## src/rtl/miso_pop_ctrl_pkg.sv

```systemverilog
// Shared constants for the MISO FIFO pop controller and FIFO users:
// precision mode encodings and the pop-controller state enum.
package miso_pop_ctrl_pkg;

  localparam logic [1:0] P_MODE_8X8 = 2'b00;
  localparam logic [1:0] P_MODE_4X4 = 2'b01;
  localparam logic [1:0] P_MODE_2X2 = 2'b10;

  typedef enum logic [2:0] {
    ST_IDLE,
    ST_POP,
    ST_DRAIN,
    ST_REWIND,
    ST_DONE
  } pop_state_e;

endpackage

```

## src/rtl/miso_pop_ctrl.sv

```systemverilog
// Multi-pass MISO FIFO drain controller with pointer rewind between passes.
// Optional blocked-pop counter enabled by MISO_POP_CTRL_STALL_CNT_EN.
module miso_pop_ctrl
  import miso_pop_ctrl_pkg::*;
#(
  parameter int CNT_W  = 6,
  parameter int PASS_W = 4
) (
  input  logic              i_clk,
  input  logic              i_rst,
  input  logic              i_start,
  input  logic              i_abort,
  input  logic [1:0]        i_p_mode,
  input  logic [CNT_W-1:0]  i_num_elems,
  input  logic [PASS_W-1:0] i_num_passes,
  input  logic              i_stall,
  input  logic              i_fifo_empty,
  input  logic              i_pop_valid,
  output logic              o_pop_en,
  output logic              o_r_pointer_reset,
  output logic [1:0]        o_p_mode,
  output logic              o_busy,
  output logic              o_done,
  output logic [PASS_W-1:0] o_pass_idx,
  output logic [15:0]       o_stall_cycles
);

  localparam logic [CNT_W+1:0] ONE_X   = 1;
  localparam logic [CNT_W+1:0] THREE_X = 3;
  localparam logic [PASS_W:0]  ONE_P   = 1;

  pop_state_e        state;
  logic [CNT_W-1:0]  pops_per_pass;
  logic [CNT_W-1:0]  remaining;
  logic [PASS_W-1:0] passes;
  logic              accept;
  logic              blocked;
  logic              last_pass;
  logic              pop_valid_unused;

  // Elements packed per FIFO word grow as precision shrinks.
  function automatic logic [CNT_W-1:0] pops_for(
    input logic [1:0]       mode,
    input logic [CNT_W-1:0] n
  );
    logic [CNT_W+1:0] x;
    x = {2'b00, n};
    unique case (mode)
      P_MODE_4X4: pops_for = CNT_W'((x + ONE_X) >> 1);
      P_MODE_2X2: pops_for = CNT_W'((x + THREE_X) >> 2);
      default:    pops_for = n;
    endcase
  endfunction

  assign pop_valid_unused = i_pop_valid;

  assign accept = (state == ST_IDLE) && i_start && !i_abort;

  assign blocked = i_fifo_empty || i_stall;

  assign last_pass = !(({1'b0, o_pass_idx} + ONE_P) < {1'b0, passes});

  assign o_pop_en = (state == ST_POP) && (remaining != '0)
                    && !blocked && !i_abort && !i_rst;

  always_ff @(posedge i_clk) begin
    if (i_rst) begin
      state             <= ST_IDLE;
      pops_per_pass     <= '0;
      remaining         <= '0;
      passes            <= '0;
      o_p_mode          <= '0;
      o_busy            <= 1'b0;
      o_done            <= 1'b0;
      o_r_pointer_reset <= 1'b0;
      o_pass_idx        <= '0;
    end else begin
      o_done            <= 1'b0;
      o_r_pointer_reset <= 1'b0;
      if (state != ST_IDLE && i_abort) begin
        state      <= ST_IDLE;
        o_busy     <= 1'b0;
        o_pass_idx <= '0;
      end else begin
        unique case (state)
          ST_IDLE: begin
            if (accept) begin
              o_p_mode      <= i_p_mode;
              passes        <= i_num_passes;
              pops_per_pass <= pops_for(i_p_mode, i_num_elems);
              remaining     <= pops_for(i_p_mode, i_num_elems);
              o_busy        <= 1'b1;
              if (i_num_elems != '0 && i_num_passes != '0) begin
                state <= ST_POP;
              end else begin
                state  <= ST_DONE;
                o_done <= 1'b1;
              end
            end
          end
          ST_POP: begin
            if (o_pop_en) begin
              remaining <= remaining - CNT_W'(1);
              if (remaining == CNT_W'(1)) state <= ST_DRAIN;
            end
          end
          ST_DRAIN: begin
            if (last_pass) begin
              state  <= ST_DONE;
              o_done <= 1'b1;
            end else begin
              state             <= ST_REWIND;
              o_r_pointer_reset <= 1'b1;
            end
          end
          ST_REWIND: begin
            state      <= ST_POP;
            remaining  <= pops_per_pass;
            o_pass_idx <= o_pass_idx + PASS_W'(1);
          end
          ST_DONE: begin
            state      <= ST_IDLE;
            o_busy     <= 1'b0;
            o_pass_idx <= '0;
          end
          default: state <= ST_IDLE;
        endcase
      end
    end
  end

`ifdef MISO_POP_CTRL_STALL_CNT_EN
  logic [15:0] stall_cnt;

  always_ff @(posedge i_clk) begin
    if (i_rst) begin
      stall_cnt <= '0;
    end else if (accept) begin
      stall_cnt <= '0;
    end else if (state == ST_POP && remaining != '0 && blocked
                 && stall_cnt != 16'hFFFF) begin
      stall_cnt <= stall_cnt + 16'd1;
    end
  end

  assign o_stall_cycles = stall_cnt;
`else
  assign o_stall_cycles = 16'h0000;
`endif

endmodule

```

## config.mk

```make
export PLATFORM = sky130hd
export DESIGN_NAME = miso_pop_ctrl
export DESIGN_NICKNAME = d
export VERILOG_FILES = /design/src/rtl/miso_pop_ctrl_pkg.sv /design/src/rtl/miso_pop_ctrl.sv
export SDC_FILE = /design/constraint.sdc
export NUM_CORES = 1
export LEC_CHECK = 0
export CELL_PAD_IN_SITES_DETAIL_PLACEMENT = 0
export CELL_PAD_IN_SITES_GLOBAL_PLACEMENT = 2
export CORE_MARGIN = 4
export CORE_UTILIZATION = 25
export CTS_CLUSTER_SIZE = 8
export DETAILED_ROUTE_END_ITERATION = 10
export HOLD_SLACK_MARGIN = 0.1
export PLACE_DENSITY = 0.77
export SLEW_MARGIN = 20
export SYNTH_ARGS = -nofsm -noshare
export SYNTH_HDL_FRONTEND = slang
export SYNTH_SLANG_ARGS = --single-unit
```

## constraint.sdc

```tcl
create_clock -name i_clk -period 1.9 [get_ports i_clk]
set_clock_uncertainty 0.2 [all_clocks]
set_input_delay 0.19 -clock i_clk [delete_from_list [all_inputs] [get_ports i_clk]]
set_output_delay 0.19 -clock i_clk [all_outputs]
set_load 0.005 [all_outputs]
```

======== After elaboration in Yosys (flattened, before gate mapping) ========
Index checks and enable logic that the tools add are counted.
cells by class
  $lt $le $gt $ge ......................... 1
  bitwise gates (word level) .............. 2
  reductions and logical operators ........ 26
  add/subtract/negate cells ............... 5
  muxes and demuxes ....................... 18
  equality and inequality tests ........... 10
operator list
  operator                                                                count
  6-bit one-hot mux with 3 select lines                                   1
  3-bit 2-to-1 mux                                                        5
  6-bit 2-to-1 mux                                                        2
  3-bit one-hot mux with 4 select lines                                   1
  6-bit one-hot mux with 2 select lines                                   1
  6-bit nonzero test                                                      2
  1-bit logical AND                                                       8
  4-bit one-hot mux with 2 select lines                                   1
  6-bit by 1-bit adder with 7-bit output (second input constant)          1
  6-bit by 2-bit adder with 7-bit output (second input constant)          1
  3-bit by 2-bit equality test with 1-bit output (second input constant)  2
  6-bit by 1-bit equality test with 1-bit output (second input constant)  1
  3-bit AND reduction                                                     2
  3-bit nonzero test                                                      2
  6-bit by 1-bit subtractor with 6-bit output (second input constant)     1
  4-bit by 1-bit adder with 5-bit output (second input constant)          1
  5-bit by 4-bit less-than comparator with 1-bit output                   1
  1-bit 2-to-1 mux                                                        5
  4-bit by 1-bit adder with 4-bit output (second input constant)          1
  2-bit inequality test (second input constant)                           2
  1-bit one-hot mux with 2 select lines                                   2
  4-bit AND reduction                                                     1
  2-bit nonzero test                                                      2
  4-bit nonzero test                                                      1
  12 further kinds                                                        15
storage, ports and cells
  output and inout bits ................... 26
  register bits after elaboration ......... 28
  bits of input ports ..................... 19

======== Depth between registers and ports, before layout ========
  word-level depth ........................ 7
  mapped depth ............................ 7
  gate-level depth less buffers ........... 7

======== Worst setup path after synthesis ========
Ideal clock, no wire load.
  kind .................................... register to register
  start ................................... register remaining[0]
  end ..................................... register remaining[2]
  data arrival time ....................... 1.601 ns
  slack ................................... -0.032 ns
  required time ........................... 1.569 ns
  clock period less this slack ............ 1.932 ns
  path buffers ............................ 0
  cell stages (with the launch flop) ...... 8
  setup time .............................. 0.131 ns
  cell sequence ........................... dfxtp_1 -> inv_1 -> ha_1 -> or3b_1 -> o21ai_1 -> a31oi_2 -> mux2i_1 -> o31ai_1
on the way
  word-level cells in the longest chain between the ends .. 7
RTL lines
  item                                                                                                 RTL line              RTL
  from (decl)                                                                                          miso_pop_ctrl.sv:34   logic [CNT_W-1:0] remaining;
  from (signal assigned)                                                                               miso_pop_ctrl.sv:91   remaining <= pops_for(i_p_mode, i_num_elems);
  from (signal assigned)                                                                               miso_pop_ctrl.sv:103  remaining <= remaining - CNT_W'(1);
  from (signal assigned)                                                                               miso_pop_ctrl.sv:118  remaining <= pops_per_pass;
  parallel branches: the longest is 7 deep, another holds 6-bit by 1-bit subtractor with 6-bit output  -
Parallel ways; which one is timed is not known. The select of a mux whose other input is x is not followed.
A chain may end at the register's enable or synchronous reset.

======== Worst setup path after layout ========
Same ends and word-level chain as after synthesis.

==> impl_metrics.py <==
metrics = {
    "clock_network": {
        "clock_tree.root_cell": "clkbuf_8",
        "clock_sinks": 28,
        "cts.reportedPaths.clkPinSlew_ns": 0.09,
        "htree_levels": 1,
        "worstSkewPairLatency_ns": 0.27,
        "clk_path_buf_depth": 2,
        "cts_tree": "yes",
        "cts_buffers": 3,
    },
    "worst_hold_path": {
        "hold_class": "flop to flop",
    },
    "synthesis": {
        "yosysSeqAreaShare_pct": 29.0,
        "synthFlopType": "dfxtp_1",
        "synth_edf_count": 0,
        "yosys-top-cells-area": "dfxtp_1, ha_1, buf_4, nand2_1, a21oi_1",
        "syn_area_per_cell_um2": 7.62,
        "yosys.area.top_type": "dfxtp_1",
        "yosysTopAreaCellShare_pct": 29.0,
        "synth_area_mm2": 0.00193,
        "yosys_warnings": 0,
        "synthArstFlopShare_pct": 0,
        "ys_types": 46,
        "synth.ff_latch_count": 28,
        "synth_cells": 254,
    },
    "routing": {
        "drt.antenna.violating_nets": 0,
        "viasPerCell": 4.69,
        "wl_per_cell_um": 13.4,
        "vias": 2016,
        "drc": 0,
        "drtIter0Drc": 66,
        "dr.pass1.iters": 5,
        "wirelength_um": 5770,
    },
    "place": {
        "dpl.cell_count": 418,
        "dp.final_hpwl_um": 4240,
        "io_buffer_count": 27,
        "place_congestion": 0.809,
        "dp_slack_ns": -0.384,
    },
    "power_and_ir_drop": {
        "vdd_drop_max_v": 0.000280,
        "p_per_area_mw_per_mm2": 495,
        "leakagePower_nw": 1.22,
    },
    "timing": {
        "finalCritPeriodShare_pct": 106,
        "slew_violations": 0,
        "period_minus_slack_ns": 2.02,
        "hold_violations": 0,
        "setup-violations-final": 9,
        "fmax_ghz": 0.496,
        "fin_ws_ns": -0.115,
        "rsz0062_at_grt": "yes",
        "fin_setup_tns_ns": -0.293,
    },
    "worst_setup_path": {
        "cp-start-kind": "flop",
        "crit_slowest_cell": "or3b_4",
        "slowest_delay_ns": 0.39,
        "critPathRequiredTime_ns": 1.86,
        "critPathMostFrequentCell": "buf_6",
        "end_kind": "flop",
        "path_cells": "inv_2, ha_4, or3b_4, o21ai_4, buf_6, a31oi_4, buf_6, mux2i_2, o31ai_1",
        "cp_max_fo": 2,
        "critical_path_class": "flop to flop",
        "critPathArrivalTime_ns": 1.98,
    },
    "die": {
        "fp.dieW_um": 96.0,
        "row_count": 31,
        "dieArea_mm2": 0.00921,
        "start_util_pct": 26.2,
        "ios": 45,
        "core_area_mm2": 0.00737,
        "fp.dieH_um": 96.0,
    },
    "layout": {
        "area_growth_pct": 53.6,
        "diodes": 0,
        "final_cells": 430,
        "final_nets": 363,
        "drive_gt1_share_pct": 32.3,
    },
    "grt": {
        "global_route.usage.total_pct": 12.4,
        "grt_pass1_vias": 1917,
        "grt_pass1_wl_um": 9180,
        "antenna_found_initial": 0,
        "grt_start_max_net_pins": 23,
        "grt-ovfl-total": 0,
    },
    "run_status": {
        "status": "finished with violations",
        "violations": "negative setup slack",
    },
    "flow_run": {
        "maxCapViolations": 0,
    },
}
## layer usage
metal | part of all wire (%) | wire length (µm) | global-route usage, % | up-vias
met5 | 0 | 0 | 0 | -
met1 | 50 | 2880 | 17.8 | 952
met2 | 45 | 2620 | 19.6 | 39
met3 | 3.4 | 196 | 1.95 | 4
met4 | 1.1 | 62 | 2.37 | 0
li1 | - | - | - | 1021
## critical path: cells and delay by family, from the launching register on
family	cells	cell delay (ns)
compound gates	3	0.32
fa+ha+maj	1	0.13
buf+inv	3	0.33
flops	1	0.33
mux	1	0.19
simple gates	1	0.39
## path summary, 6_finish.rpt
check                        start  slack (ns)  depth (start not counted)               end
hold reg to reg   pops_per_pass[4]        0.25                          2  pops_per_pass[4]
setup reg to reg      remaining[0]       -0.12                          9      remaining[2]
setup / recovery      remaining[0]       -0.12                          9      remaining[2]
hold / removal    pops_per_pass[4]        0.25                          2  pops_per_pass[4]
## cell usage in the layout, fill, tap and decap left out, types with 8 or more instances in the layout
| cell | instances |
|---|---|
| dfxtp_1 | 22 |
| buf_4 | 55 |
| o21ai_0 | 9 |
| nor2_1 | 21 |
| ha_1 | 8 |
| nand2_1 | 27 |
| clkdlybuf4s50_1 | 21 |
| inv_1 | 10 |
| nor3_1 | 8 |
| conb_1 | 16 |
| a21oi_1 | 19 |
## cells by family (layout without fill, tap and decap cells)
family,after synthesis,in the layout,share of synthesized area [%]
simple gates,92,92,23.4
flops,28,28,29.0
mux,3,3,1.62
fa+ha+maj,11,11,7.12
buf+inv,43,105,11.5
compound gates,64,64,21.7
other cells,1,16,0.194
xor+xnor,12,12,5.43
## sequential cells by signal, indices dropped and copies added (netlist names)
| signal | flops |
|---|---|
| o_busy | 1 |
| o_done | 1 |
| o_p_mode | 2 |
| o_pass_idx | 4 |
| o_r_pointer_reset | 1 |
| passes | 4 |
| pops_per_pass | 6 |
| remaining | 6 |
| state | 3 |
## where the power goes
group          internal (mW)  switching (mW)  total [mW]
Combinational          0.266           0.249       0.515
Sequential             0.614          0.0151       0.629
Clock                  0.142           0.183       0.325
Total                   1.02           0.447        1.47
## layout make-up
type                       count  area (µm²)
multi-input combinational    198        1420
tap                           99         124
clock buffer                   3        41.3
fill                         756        4400
timing repair buffer          90         774
sequential                    28         571
inverter                      12        45.0
## through the flow
stage	area, µm²	utilization [%]	power (mW)	hold slack, ns
after CTS	2770	37.6	1.43	0.258
after detailed placement	2620	35.5	1.07	0.244
after global routing	2970	40.3	1.55	0.274
after floorplan	2000	-	0.894	0.126
after global placement	2620	35.5	1.07	0.241
final	2970	40.3	1.47	0.253
## cells in the mapped netlist (8+ instances only)
cell,number
a21oi_1,21
buf_4,16
clkbuf_1,14
dfxtp_1,28
ha_1,11
inv_1,12
nand2_1,29
nand3_1,8
nor2_1,22
nor3_1,9
o21ai_0,12
xnor2_1,8
## what timing repair did
item,CTS,global route
resized for setup,29,33
hold endpoints to repair,0,2
hold buffers,0,2
endpoints found under the setup margin,15,17
pin swaps,9,15
buffers inserted,2,5
Note: power is estimated with default switching activity, not from simulation.
